$ cat config.mk
export PLATFORM = sky130hd
export DESIGN_NAME = traffic_light_ctrl_param
export DESIGN_NICKNAME = d
export VERILOG_FILES = /design/src/rtl/traffic_light_ctrl_param.sv
export SDC_FILE = /design/constraint.sdc
export NUM_CORES = 1
export LEC_CHECK = 0
export ABC_AREA = 1
export BUFFER_PORTS_ARGS = -buffer_cell sky130_fd_sc_hd__clkbuf_2
export CAP_MARGIN = 20
export CELL_PAD_IN_SITES_DETAIL_PLACEMENT = 0
export CELL_PAD_IN_SITES_GLOBAL_PLACEMENT = 2
export CORE_AREA = 5 5 64 66
export DETAILED_ROUTE_END_ITERATION = 8
export DIE_AREA = 0 0 69 71
export GPL_TIMING_DRIVEN = 0
export PLACE_DENSITY = 0.87
export REMOVE_ABC_BUFFERS = 1
export SLEW_MARGIN = 5
export SYNTH_ARGS = -nofsm -noshare
export SYNTH_HDL_FRONTEND = slang
export SYNTH_SLANG_ARGS = --single-unit
$ cat constraint.sdc
create_clock -name clk -period 2.15 [get_ports clk]
set_input_delay 0.1075 -clock clk [delete_from_list [all_inputs] [get_ports clk]]
set_output_delay 0.1075 -clock clk [all_outputs]
set_load 0.02 [all_outputs]
$ cat src/rtl/traffic_light_ctrl_param.sv
// Two-road traffic light controller with demand-driven greens and a flash mode.
// Ports:
//   clk, reset_n        : clock and asynchronous active-low reset
//   Sa, Sb              : vehicle present on road A / road B
//   flash_en            : request flashing (night/fault) mode
//   Ra, Ya, Ga          : road A lamps
//   Rb, Yb, Gb          : road B lamps
//   state_o             : current state code (debug)
module traffic_light_ctrl_param #(
  parameter int unsigned TW           = 4,
  parameter int unsigned MIN_GREEN    = 4,
  parameter int unsigned MAX_GREEN    = 8,
  parameter int unsigned YELLOW_TIME  = 2,
  parameter int unsigned ALL_RED_TIME = 1,
  parameter int unsigned FLASH_HALF   = 3
) (
  input  logic       clk,
  input  logic       reset_n,
  input  logic       Sa,
  input  logic       Sb,
  input  logic       flash_en,
  output logic       Ra,
  output logic       Ya,
  output logic       Ga,
  output logic       Rb,
  output logic       Yb,
  output logic       Gb,
  output logic [2:0] state_o
);

  localparam int unsigned LAMP_W = 6;

  // Last timer value of each dwell; transitions fire on these.
  localparam logic [TW-1:0] MIN_LAST    = TW'(MIN_GREEN - 1);
  localparam logic [TW-1:0] MAX_LAST    = TW'(MAX_GREEN - 1);
  localparam logic [TW-1:0] YELLOW_LAST = TW'(YELLOW_TIME - 1);
  localparam logic [TW-1:0] RED_LAST    = TW'(ALL_RED_TIME - 1);
  localparam logic [TW-1:0] FLASH_LAST  = TW'(FLASH_HALF - 1);
  localparam logic [TW-1:0] TIMER_MAX   = '1;

  // Lamp vector order: {Ra, Ya, Ga, Rb, Yb, Gb}
  localparam logic [LAMP_W-1:0] LAMPS_RESET = 6'b001100;

  typedef enum logic [2:0] {
    A_GREEN  = 3'd0,
    A_YELLOW = 3'd1,
    RED_AB   = 3'd2,
    B_GREEN  = 3'd3,
    B_YELLOW = 3'd4,
    RED_BA   = 3'd5,
    FLASH    = 3'd6
  } state_t;

  state_t              state, state_next;
  logic [TW-1:0]       timer, timer_next;
  logic                phase, phase_next;
  logic                timer_clr;
  logic [LAMP_W-1:0]   lamps, lamps_next;

  // State, timer, flash phase and lamp registers
  always_ff @(posedge clk or negedge reset_n) begin
    if (!reset_n) begin
      state <= A_GREEN;
      timer <= '0;
      phase <= 1'b0;
      lamps <= LAMPS_RESET;
    end else begin
      state <= state_next;
      timer <= timer_next;
      phase <= phase_next;
      lamps <= lamps_next;
    end
  end

  // Next-state, flash phase and timer-clear decision
  always_comb begin
    state_next = state;
    phase_next = 1'b0;
    timer_clr  = 1'b0;
    case (state)
      A_GREEN: begin
        if (flash_en || ((timer >= MIN_LAST) && Sb)) state_next = A_YELLOW;
      end
      A_YELLOW: begin
        if (timer == YELLOW_LAST) state_next = RED_AB;
      end
      RED_AB: begin
        if (timer == RED_LAST) state_next = flash_en ? FLASH : B_GREEN;
      end
      B_GREEN: begin
        if (flash_en || ((timer >= MIN_LAST) && (!Sb || Sa)) || (timer == MAX_LAST))
          state_next = B_YELLOW;
      end
      B_YELLOW: begin
        if (timer == YELLOW_LAST) state_next = RED_BA;
      end
      RED_BA: begin
        if (timer == RED_LAST) state_next = flash_en ? FLASH : A_GREEN;
      end
      FLASH: begin
        phase_next = phase;
        if (!flash_en) begin
          state_next = RED_BA;
        end else if (timer == FLASH_LAST) begin
          phase_next = ~phase;
          timer_clr  = 1'b1;
        end
      end
      default: state_next = A_GREEN;
    endcase
    // Flash always starts with the lit half
    if ((state_next == FLASH) && (state != FLASH)) phase_next = 1'b1;
  end

  // Dwell timer: restarts on state change or flash half-period, else saturates
  always_comb begin
    timer_next = timer;
    if ((state_next != state) || timer_clr) begin
      timer_next = '0;
    end else if (timer != TIMER_MAX) begin
      timer_next = timer + TW'(1);
    end
  end

  // Lamps are decoded from the next state so the registered copy tracks state
  always_comb begin
    lamps_next = '0;
    case (state_next)
      A_GREEN:        lamps_next = 6'b001100;
      A_YELLOW:       lamps_next = 6'b010100;
      RED_AB, RED_BA: lamps_next = 6'b100100;
      B_GREEN:        lamps_next = 6'b100001;
      B_YELLOW:       lamps_next = 6'b100010;
      FLASH:          lamps_next = {1'b0, phase_next, 1'b0, phase_next, 2'b00};
      default:        lamps_next = '0;
    endcase
  end

  assign {Ra, Ya, Ga, Rb, Yb, Gb} = lamps;
  assign state_o = state;

endmodule

==> results of run 1 <==
-- layout make-up --
cell class	count	area, um^2
clock buffers	4	36.3
fillers	398	2310
inverters	20	75.1
multi-input cells	105	617
flip-flops and latches	14	353
well taps	48	60.1
repair buffers	14	75.1
-- worst min-delay path by stage --
stage / cells after the start / slack (ps) / startpoint / end
after detailed placement: 1 / 20 / reset_n / lamps[1]
after floorplan: 0 / -190 / reset_n / lamps[0]
after global placement: 1 / 20 / reset_n / lamps[5]
after CTS: 2 / 260 / reset_n / lamps[4]
final: 2 / 250 / reset_n / lamps[1]
after global routing: 2 / 280 / reset_n / lamps[0]
-- where the power goes --
| group | total, uW | switching [uW] | internal (uW) | leakage, uW |
|---|---|---|---|---|
| clock | 184 | 80.6 | 103 | 0.0000210 |
| sequential | 491 | 114 | 377 | 0.000178 |
| combinational | 1170 | 776 | 394 | 0.000462 |
-- cells in the final DEF, fill, tap and decap left out, types with 3 or more instances in the layout --
cell      synthesis  layout
nor2_2            6       6
inv_2             6       6
nand3_2           7       7
dfrtp_1          12      12
nand2_2          10      10
clkbuf_2          0      13
nor2_1           14      14
ha_1              4       4
clkbuf_4          0       3
nand3_1          10      10
nor2_4            3       3
inv_1            13      13
nand2_1          35      35
-- what timing repair did --
| item | in CTS | in global routing |
|---|---|---|
| endpoints found under the hold margin | 12 | 0 |
| endpoints found under the setup margin | 0 | 0 |
| resized for setup | 0 | 0 |
| hold buffers | 1 | 0 |
-- sequential cells by signal, indices dropped and copies added, names as in the netlist --
signal   cells
lamps        6
phase        1
timer        4
state_o      3
-- cell families after synthesis --
group	synth area share [%]
adder cells (fa/ha/maj)	4.69
buffers and inverters	9.14
XOR/XNOR	1.64
multiplexers	0.938
AND/OR/NAND/NOR	46.4
flip-flops	33.1
AO/OA/AOI/OAI	4.10
-- per-layer routing --
| layer | track usage [%] | vias up | share of wire [%] | wire length, um |
|---|---|---|---|---|
| met5 | 0 | - | 0 | 0 |
| li1 | - | 473 | - | - |
| met3 | 1.70 | 4 | 4.9 | 109 |
| met1 | 13.1 | 381 | 52 | 1140 |
| met2 | 13.7 | 22 | 42 | 919 |
| met4 | 3.90 | 0 | 1.3 | 29 |
-- per-stage QoR --
stage / utilization (%) / setup slack, ps / power, uW / cells / hold WS, ps
2_1_floorplan: - / 545 / 1400 / 139 / -188
3_3_place_gp: 33.2 / 397 / 1670 / 200 / 15.5
3_5_place_dp: 33.2 / 374 / 1670 / 200 / 23.7
4_1_cts: 34.5 / 350 / 1860 / 205 / 262
5_1_grt: 34.5 / 233 / 2020 / 205 / 284
6_report: 34.5 / 380 / 1840 / 205 / 253
==> metrics.md, run 1 <==
| Metric | Value |
|---|---|
| DRC | `0` |
| Rows | `22` |
| Gr usage total | `9.24%` |
| Worst-path cell chain | `ha_1 > nand2_1 > nor2_2 > nor2_2 > nand3_4 > inv_2 > nor2_2 > nand2_1 > nand2_1 > nor2_1 > nand2_2 > nor2_1` |
| Clock latency on the worst-skew pair | `280 ps` |
| Critical path depth in cells | `12` |
| EDFF count, synth | `0` |
| Design area | `1220 um^2` |
| Clk sinks | `14` |
| Worst path max stage delay | `440 ps` |
| Ys async rst share | `100%` |
| Post-DP Area | `1170 um^2` |
| Core Box Area | `3520 um^2` |
| Vias in the first global route | `843` |
| Htree depth | `1` |
| I/O pin count | `14` |
| Initial Util | `30.3%` |
| Worst-path clk slew | `80 ps` |
| Grt ovf | `0` |
| Antenna-violating nets left | `0` |
| Commonest cells in the netlist | `nand2_1, nor2_1, inv_1` |
| Crit path capture type | `flip-flop` |
| Initial antenna violation count | `0` |
| Synth warn | `0` |
| Worst setup path endpoint | `timer[0]` |
| Syn_area_per_cell | `7.52 um^2` |
| RR Endpoint | `timer[0]` |
| Cell Pwr Density | `1520 nW/um^2` |
| Clock buffer depth | `2` |
| Initial DRC Count | `44` |
| DIE WIDTH | `69 um` |
| Max Slew Vio Count | `0` |
| Fmax | `565 MHz` |
| Worst reg2reg path depth | `12` |
| Crit path arrival time | `1970 ps` |
| Dpl hpwl | `1.77 mm` |
| Die Span Y | `71 um` |
| Top cells by area, synth | `dfrtp_1, nand2_1, nand3_2` |
| Start of the worst register-to-register path | `timer[0]` |
| Worst hold path type | `input port to async pin` |
| Synth top area share | `28.1%` |
| Total CTS buffers | `3` |
| PortBufs | `13` |
| First-pass GRT wire length | `3.71 mm` |
| Final nets | `167` |
| WL/cell | `10.7 um` |
| Most common cell in the synthesized netlist | `nand2_1` |
| Area delta synth->final | `14.0%` |
| Crit start category | `flip-flop` |
| Post-Syn Area | `1070 um^2` |
| RSZ-0062 raised after global routing | `no` |
| # Max-Cap Violations | `0` |
| Worst Setup Path Type | `flip-flop to flip-flop` |
| Setup bufs post-CTS | `0` |
| Max_slew headroom | `75.1%` |
| Largest net degree at the start of global routing | `15` |
| Die footprint | `4900 um^2` |
| Setup Viol. Count Final | `0` |
| Register area share after synthesis | `33.1%` |
| Period utilisation layout | `82.3%` |
| Final Critical Period | `1770 ps` |
| LEAKAGE | `0.000661 uW` |
| # diodes | `0` |
| Share of layout cells above drive strength 1 | `35.0%` |
| Maximum fanout along the worst path | `5` |
| Post-synthesis cell type count | `25` |
| TritonCTS clock tree | `done` |
| Max rail drop VDD | `0.799 mV` |
| Post-synthesis register bit count | `14` |
| Final hold vios | `0` |
| Leading area contributor after synthesis | `dfrtp_1` |
| Clk_skew | `5.96 ps` |
| Cell family with most CP delay | `simple AND/OR/NAND/NOR gates` |
| Worst setup path start | `timer[0]` |
| DRT Pass-1 Iters | `4` |
| Measured slew at the worst slew-check pin | `373 ps` |
| Critical Path RT | `2350 ps` |
| Cell count after synthesis | `142` |
| Prevailing post-synth register cell | `dfrtp_1` |
| DR vias/cell | `4.29` |
| CTS Root Buffer Type | `clkbuf_4` |
| Slowest CP cell | `dfrtp_1` |
| Total wire length | `2.20 mm` |
| DR vias | `880` |
| Status | `finished clean` |
| Routability-driven placement congestion ratio | `0.813` |
| Buffer and inverter count on the worst path | `1` |
| Reg2reg setup slack | `380 ps` |
| Setup TNS | `0 ps` |
Power figures use the tool's default switching activity.
==> inputs of run 2 (changes only) <==
==> constraint.sdc (replaced) <==
create_clock -name clk -period 1.7 [get_ports clk]
set_input_delay 0.085 -clock clk [delete_from_list [all_inputs] [get_ports clk]]
set_output_delay 0.085 -clock clk [all_outputs]
set_load 0.02 [all_outputs]
==> run 2 against run 1 <==
- flip-flop and latch count stayed put
- worst setup slack lost 350 ps
- clock power grew 26%
==> metrics.md, run 2 (synthesized netlist as in run 1, its figures left out) <==
| Metric | Value |
|---|---|
| Status | `finished clean (unchanged)` |
| Htree depth | `1 (unchanged)` |
| Worst hold path type | `input port to async pin (unchanged)` |
| DRC | `0 (unchanged)` |
| Worst-path cell chain | `ha_4 > nand2_4 > nor2_4 > nor2_2 > nand2_1 > nand2_1 > nand2_2 > inv_2 > nand2_4 > nand4_1 > o21ai_0 (was ha_1 > nand2_1 > nor2_2 > nor2_2 > nand3_4 > inv_2 > nor2_2 > nand2_1 > nand2_1 > nor2_1 > nand2_2 > nor2_1)` |
| Rows | `22 (unchanged)` |
| I/O pin count | `14 (unchanged)` |
| Maximum fanout along the worst path | `4 (was 5)` |
| # diodes | `0 (unchanged)` |
| Initial DRC Count | `33 (was 44)` |
| DIE WIDTH | `69 um (unchanged)` |
| CTS Root Buffer Type | `clkbuf_4 (unchanged)` |
| Worst reg2reg path depth | `11 (was 12)` |
| Max reg flops | `6 (unchanged)` |
| Commonest cells after routing, fill and taps aside | `nand2_1, clkbuf_2, nand2_2, inv_1, nor2_1 (was nand2_1, nor2_1, inv_1, clkbuf_2, dfrtp_1)` |
| Register cell area after layout | `362 um^2 (was 353 um^2)` |
| Fmax | `600 MHz (was 565 MHz)` |
| Non-filler cells in the finished layout | `209 (was 205)` |
| Dpl hpwl | `1.77 mm (unchanged)` |
| # Max-Cap Violations | `0 (unchanged)` |
| Routability-driven placement congestion ratio | `0.813 (unchanged)` |
| Period utilisation layout | `98.0% (was 82.3%)` |
| Crit start category | `flip-flop (unchanged)` |
| Initial antenna violation count | `0 (unchanged)` |
| Grt ovf | `0 (unchanged)` |
| Core Box Area | `3520 um^2 (unchanged)` |
| Clock buffer depth | `2 (unchanged)` |
| Clk_skew | `3.89 ps (was 5.96 ps)` |
| First-pass GRT wire length | `3.89 mm (was 3.71 mm)` |
| Worst Setup Path Type | `flip-flop to flip-flop (unchanged)` |
| Max_slew headroom | `77.7% (was 75.1%)` |
| Largest net degree at the start of global routing | `15 (unchanged)` |
| Place WS | `-75.7 ps (was 374 ps)` |
| DR vias/cell | `4.42 (was 4.29)` |
| Placed Instances | `200 (unchanged)` |
| Worst setup margin | `33.5 ps (was 380 ps)` |
| RR Endpoint | `lamps[4] (was timer[0])` |
| Total wire length | `2.37 mm (was 2.20 mm)` |
| Antenna-violating nets left | `0 (unchanged)` |
| Reg2reg setup slack | `30 ps (was 380 ps)` |
| Share of layout cells above drive strength 1 | `49.7% (was 35.0%)` |
| Fillers | `396 (was 398)` |
| Final Critical Period | `1670 ps (was 1770 ps)` |
| Setup Viol. Count Final | `0 (unchanged)` |
| Final nets | `171 (was 167)` |
| LEAKAGE | `0.000692 uW (was 0.000661 uW)` |
| Post-DP Area | `1170 um^2 (unchanged)` |
| Clk sinks | `14 (unchanged)` |
| Worst path max stage delay | `460 ps (was 440 ps)` |
| DRT Pass-1 Iters | `3 (was 4)` |
| WL/cell | `11.4 um (was 10.7 um)` |
| PortBufs | `13 (unchanged)` |
| Initial Util | `30.3% (unchanged)` |
| Start of the worst register-to-register path | `timer[0] (unchanged)` |
| TritonCTS clock tree | `done (unchanged)` |
| Critical Path RT | `1840 ps (was 2350 ps)` |
| Final hold vios | `0 (unchanged)` |
| Max Slew Vio Count | `0 (unchanged)` |
| Area delta synth->final | `25.3% (was 14.0%)` |
| Design area | `1340 um^2 (was 1220 um^2)` |
| Cell Pwr Density | `1920 nW/um^2 (was 1520 nW/um^2)` |
| Slowest CP cell | `dfrtp_2 (was dfrtp_1)` |
| Die Span Y | `71 um (unchanged)` |
| Multi-input logic area | `699 um^2 (was 617 um^2)` |
| Top reg by flops | `lamps (unchanged)` |
| Commonest non-fill, non-tap cell in the layout | `nand2_1 (unchanged)` |
| DR vias | `924 (was 880)` |
| Gr usage total | `9.69% (was 9.24%)` |
| Die footprint | `4900 um^2 (unchanged)` |
| RSZ-0062 raised after global routing | `yes (was no)` |
| Worst-path clk slew | `80 ps (about the same)` |
| Crit path capture type | `flip-flop (unchanged)` |
| Total CTS buffers | `3 (unchanged)` |
| Clock latency on the worst-skew pair | `280 ps (about the same)` |
| Crit path arrival time | `1810 ps (was 1970 ps)` |
| Max rail drop VDD | `1.01 mV (was 0.799 mV)` |
| Measured slew at the worst slew-check pin | `335 ps (was 373 ps)` |
| Vias in the first global route | `888 (was 843)` |
-- run 2: cell types whose count changed in the layout (fill, tap and decap cells not counted), moves of 3 or more --
| cell | previous run | this run |
|---|---|---|
| inv_1 | 13 | 10 |
| nand2_4 | 0 | 3 |
| dfrtp_2 | 0 | 7 |
| dfrtp_1 | 12 | 5 |
| nor2_1 | 14 | 10 |
| buf_4 | 0 | 3 |
| nand2_1 | 35 | 32 |
| ha_1 | 4 | 1 |
-- run 2: repair_timing --
action | 4_1_cts | 5_1_grt
setup buffers | 2 | 2
pin swaps | 9 | 14
gates resized for setup | 14 | 16
hold buffers | 1 | 0
setup endpoints to repair | 7 | 9
hold endpoints to repair | 14 | 0
-- run 2: critical path: cells and delay by family, from the launching register on --
kind | cells | cell delay [ps]
buffers and inverters | 1 | 90
adders and majority gates | 1 | 200
and+or+nand+nor | 8 | 660
DFF | 1 | 460
AOI/OAI and AO/OA | 1 | 130
-- run 2: worst max path at each step --
stage	start	to	slack [ps]
2_1_floorplan	timer[0]	lamps[5]	90
3_3_place_gp	timer[0]	lamps[5]	-50
3_5_place_dp	timer[0]	timer[0]	-80
4_1_cts	timer[1]	timer[0]	-4
5_1_grt	timer[0]	lamps[4]	-60
6_report	timer[0]	lamps[4]	30
-- run 2: final cells by class --
cell class	instances	area share, %
Clock buffer	4	2.71
Sequential cell	14	27.0
Tap cell	48	4.49
Timing Repair Buffer	18	7.67
Multi-Input combinational cell	105	52.3
Inverter	20	5.80
-- run 2: per-stage QoR --
step | total power (uW) | util [%] | setup TNS, ps | hold WS (ps)
after floorplan | 1770 | - | 0 | -211
after global placement | 2110 | 33.2 | -260 | -7.03
after detailed placement | 2110 | 33.2 | -354 | 1.19
after CTS | 2460 | 36.2 | -4.06 | 240
after global routing | 2800 | 38.0 | -353 | 262
final | 2570 | 38.0 | 0 | 230
-- run 2: power breakdown --
part	total, uW	switching (uW)	internal, uW
combinational	1710	1100	602
clock	232	101	130
sequential	633	146	487
total	2570	1350	1220
-- run 2: metal layers --
| layer | up-vias | wire [um] | track usage [%] |
|---|---|---|---|
| met5 | - | 0 | 0 |
| met4 | 0 | 36 | 3.90 |
| met3 | 5 | 99 | 1.70 |
| met2 | 17 | 1040 | 15.0 |
| met1 | 420 | 1190 | 13.3 |
| li1 | 482 | - | - |
==> inputs of run 3 (changes only) <==
--- a/config.mk
+++ b/config.mk
@@ -6,6 +6,7 @@
 export NUM_CORES = 1
 export LEC_CHECK = 0
 export ABC_AREA = 1
+export ABC_CLOCK_PERIOD_IN_PS = 1700
 export BUFFER_PORTS_ARGS = -buffer_cell sky130_fd_sc_hd__clkbuf_2
 export CAP_MARGIN = 20
 export CELL_PAD_IN_SITES_DETAIL_PLACEMENT = 0
@@ -16,6 +17,7 @@
 export GPL_TIMING_DRIVEN = 0
 export PLACE_DENSITY = 0.87
 export REMOVE_ABC_BUFFERS = 1
+export SETUP_SLACK_MARGIN = 0.1
 export SLEW_MARGIN = 5
 export SYNTH_ARGS = -nofsm -noshare
 export SYNTH_HDL_FRONTEND = slang
==> run 3 against run 2 <==
- die area is the same
- routed wire length increased by 6.5%
- sequential power grew 1%
- utilization is 3.0 points higher
- sequential share of layout area fell by 2.0 points
- clock-buffer cell count unchanged
- combinational power increased by 8%
- fmax up 0.94%
- critical path type unchanged
==> metrics.md, run 3 (synthesized netlist as in run 1, its figures left out) <==
| Metric | Value |
|---|---|
| Total CTS buffers | `3 (unchanged)` |
| CTS Root Buffer Type | `clkbuf_4 (unchanged)` |
| Die footprint | `4900 um^2 (unchanged)` |
| Area delta synth->final | `35.3% (was 25.3%)` |
| Top reg by flops | `lamps (unchanged)` |
| Final hold vios | `0 (unchanged)` |
| WL/cell | `11.8 um (was 11.4 um)` |
| # diodes | `0 (unchanged)` |
| DRC | `0 (unchanged)` |
| Critical Path RT | `1840 ps (about the same)` |
| Commonest non-fill, non-tap cell in the layout | `nand2_1 (unchanged)` |
| Crit start category | `flip-flop (unchanged)` |
| Gr usage total | `9.92% (was 9.69%)` |
| Cell Pwr Density | `1880 nW/um^2 (was 1920 nW/um^2)` |
| Initial DRC Count | `41 (was 33)` |
| Fmax | `606 MHz (was 600 MHz)` |
| Clk_skew | `4.03 ps (was 3.89 ps)` |
| Routability-driven placement congestion ratio | `0.813 (unchanged)` |
| Worst setup margin | `49.1 ps (was 33.5 ps)` |
| Core Box Area | `3520 um^2 (unchanged)` |
| Period utilisation layout | `97.1% (was 98.0%)` |
| DRT Pass-1 Iters | `4 (was 3)` |
| Largest net degree at the start of global routing | `15 (unchanged)` |
| TritonCTS clock tree | `done (unchanged)` |
| PortBufs | `13 (unchanged)` |
| Max reg flops | `6 (unchanged)` |
| Total wire length | `2.53 mm (was 2.37 mm)` |
| Clock latency on the worst-skew pair | `270 ps (was 280 ps)` |
| Max rail drop VDD | `1.04 mV (was 1.01 mV)` |
| Clock buffer depth | `2 (unchanged)` |
| RSZ-0062 raised after global routing | `yes (unchanged)` |
| Final nets | `177 (was 171)` |
| Status | `finished clean (unchanged)` |
| Share of layout cells above drive strength 1 | `55.1% (was 49.7%)` |
| First-pass GRT wire length | `3.99 mm (was 3.89 mm)` |
| Rows | `22 (unchanged)` |
| Antenna-violating nets left | `0 (unchanged)` |
| Clk sinks | `14 (unchanged)` |
| Setup Viol. Count Final | `0 (unchanged)` |
| # Max-Cap Violations | `0 (unchanged)` |
| Measured slew at the worst slew-check pin | `330 ps (was 335 ps)` |
| Fillers | `371 (was 396)` |
| Commonest cells after routing, fill and taps aside | `nand2_1, clkbuf_2, nand2_2 (was nand2_1, clkbuf_2, nand2_2, inv_1, nor2_1)` |
| Die Span Y | `71 um (unchanged)` |
| Worst hold path type | `input port to async pin (unchanged)` |
| Dpl hpwl | `1.77 mm (unchanged)` |
| Htree depth | `1 (unchanged)` |
| Crit path capture type | `flip-flop (unchanged)` |
| Final hold slack | `233 ps (was 230 ps)` |
| Setup TNS | `0 ps (unchanged)` |
| Worst Setup Path Type | `flip-flop to flip-flop (unchanged)` |
| I/O pin count | `14 (unchanged)` |
| Initial antenna violation count | `0 (unchanged)` |
| LEAKAGE | `0.000735 uW (was 0.000692 uW)` |
| Max Slew Vio Count | `0 (unchanged)` |
| Crit path arrival time | `1790 ps (was 1810 ps)` |
| Place WS | `-75.7 ps (unchanged)` |
| Final Critical Period | `1650 ps (was 1670 ps)` |
| Initial Util | `30.3% (unchanged)` |
| Vias in the first global route | `930 (was 888)` |
| Placed Instances | `200 (unchanged)` |
| Power Total | `2720 uW (was 2570 uW)` |
| DR vias | `953 (was 924)` |
| Worst reg2reg path depth | `7 (was 11)` |
| DIE WIDTH | `69 um (unchanged)` |
| Worst-path clk slew | `80 ps (about the same)` |
| Grt ovf | `0 (unchanged)` |
| DR vias/cell | `4.43 (was 4.42)` |
| Maximum fanout along the worst path | `5 (was 4)` |
| Max_slew headroom | `78.0% (was 77.7%)` |
| Non-filler cells in the finished layout | `215 (was 209)` |
==> run 3: worst paths after layout <==
kind / startpoint / to / slack [ps]
min: reset_n / lamps[1] / 230
min in group clk: Sb / state_o[0] / 320
max reg2reg: timer[2] / lamps[4] / 50
max: timer[2] / lamps[4] / 50
max in group asynchronous: reset_n / lamps[2] / 1170
min reg2reg: phase / phase / 630
==> run 3: per-layer routing <==
metal  up-vias  track usage, %  routed length (um)
met5         -               0                   0
met4         0            5.64                  73
met3         8            1.70                 105
met2        22            15.3                1140
met1       428            13.1                1210
li1        495               -                   -
==> run 3: critical path, stage by stage (launching register included) <==
cell and delay, ps:
dfrtp_2 470, nor2_4 220, buf_4 150, nand3_1 110, xor2_1 240, nand2_1 80
nand4_1 130, o21ai_0 130
==> run 3: power by group <==
group	switching (uW)	total, uW	leakage [uW]	internal [uW]
Clock	99.8	230	0.0000210	130
Combinational	1150	1840	0.000545	691
Sequential	155	642	0.000168	487
Total	1410	2720	0.000735	1310
==> run 3: timing repair <==
action | in CTS | in global routing
gates cloned | 0 | 0
pin swaps | 13 | 15
buffers inserted | 3 | 7
hold endpoints to repair | 14 | 0
setup endpoints to repair | 11 | 11
gates resized for setup | 24 | 20
hold buffers | 1 | 0
==> run 3: cell type report <==
cell class / count / area, um^2 / share of cell area, %
multi-input combinational: 105 / 754 / 52.3
sequential: 14 / 362 / 25.0
timing repair buffer: 24 / 150 / 10.4
inverter: 20 / 81.3 / 5.63
tap: 48 / 60.1 / 4.16
clock buffer: 4 / 36.3 / 2.51
==> run 3: through the flow <==
stage / area [um^2] / util (%)
floorplan: 1040 / -
global placement: 1170 / 33.2
detailed placement: 1170 / 33.2
CTS: 1320 / 37.4
global route: 1440 / 41.0
finish: 1440 / 41.0
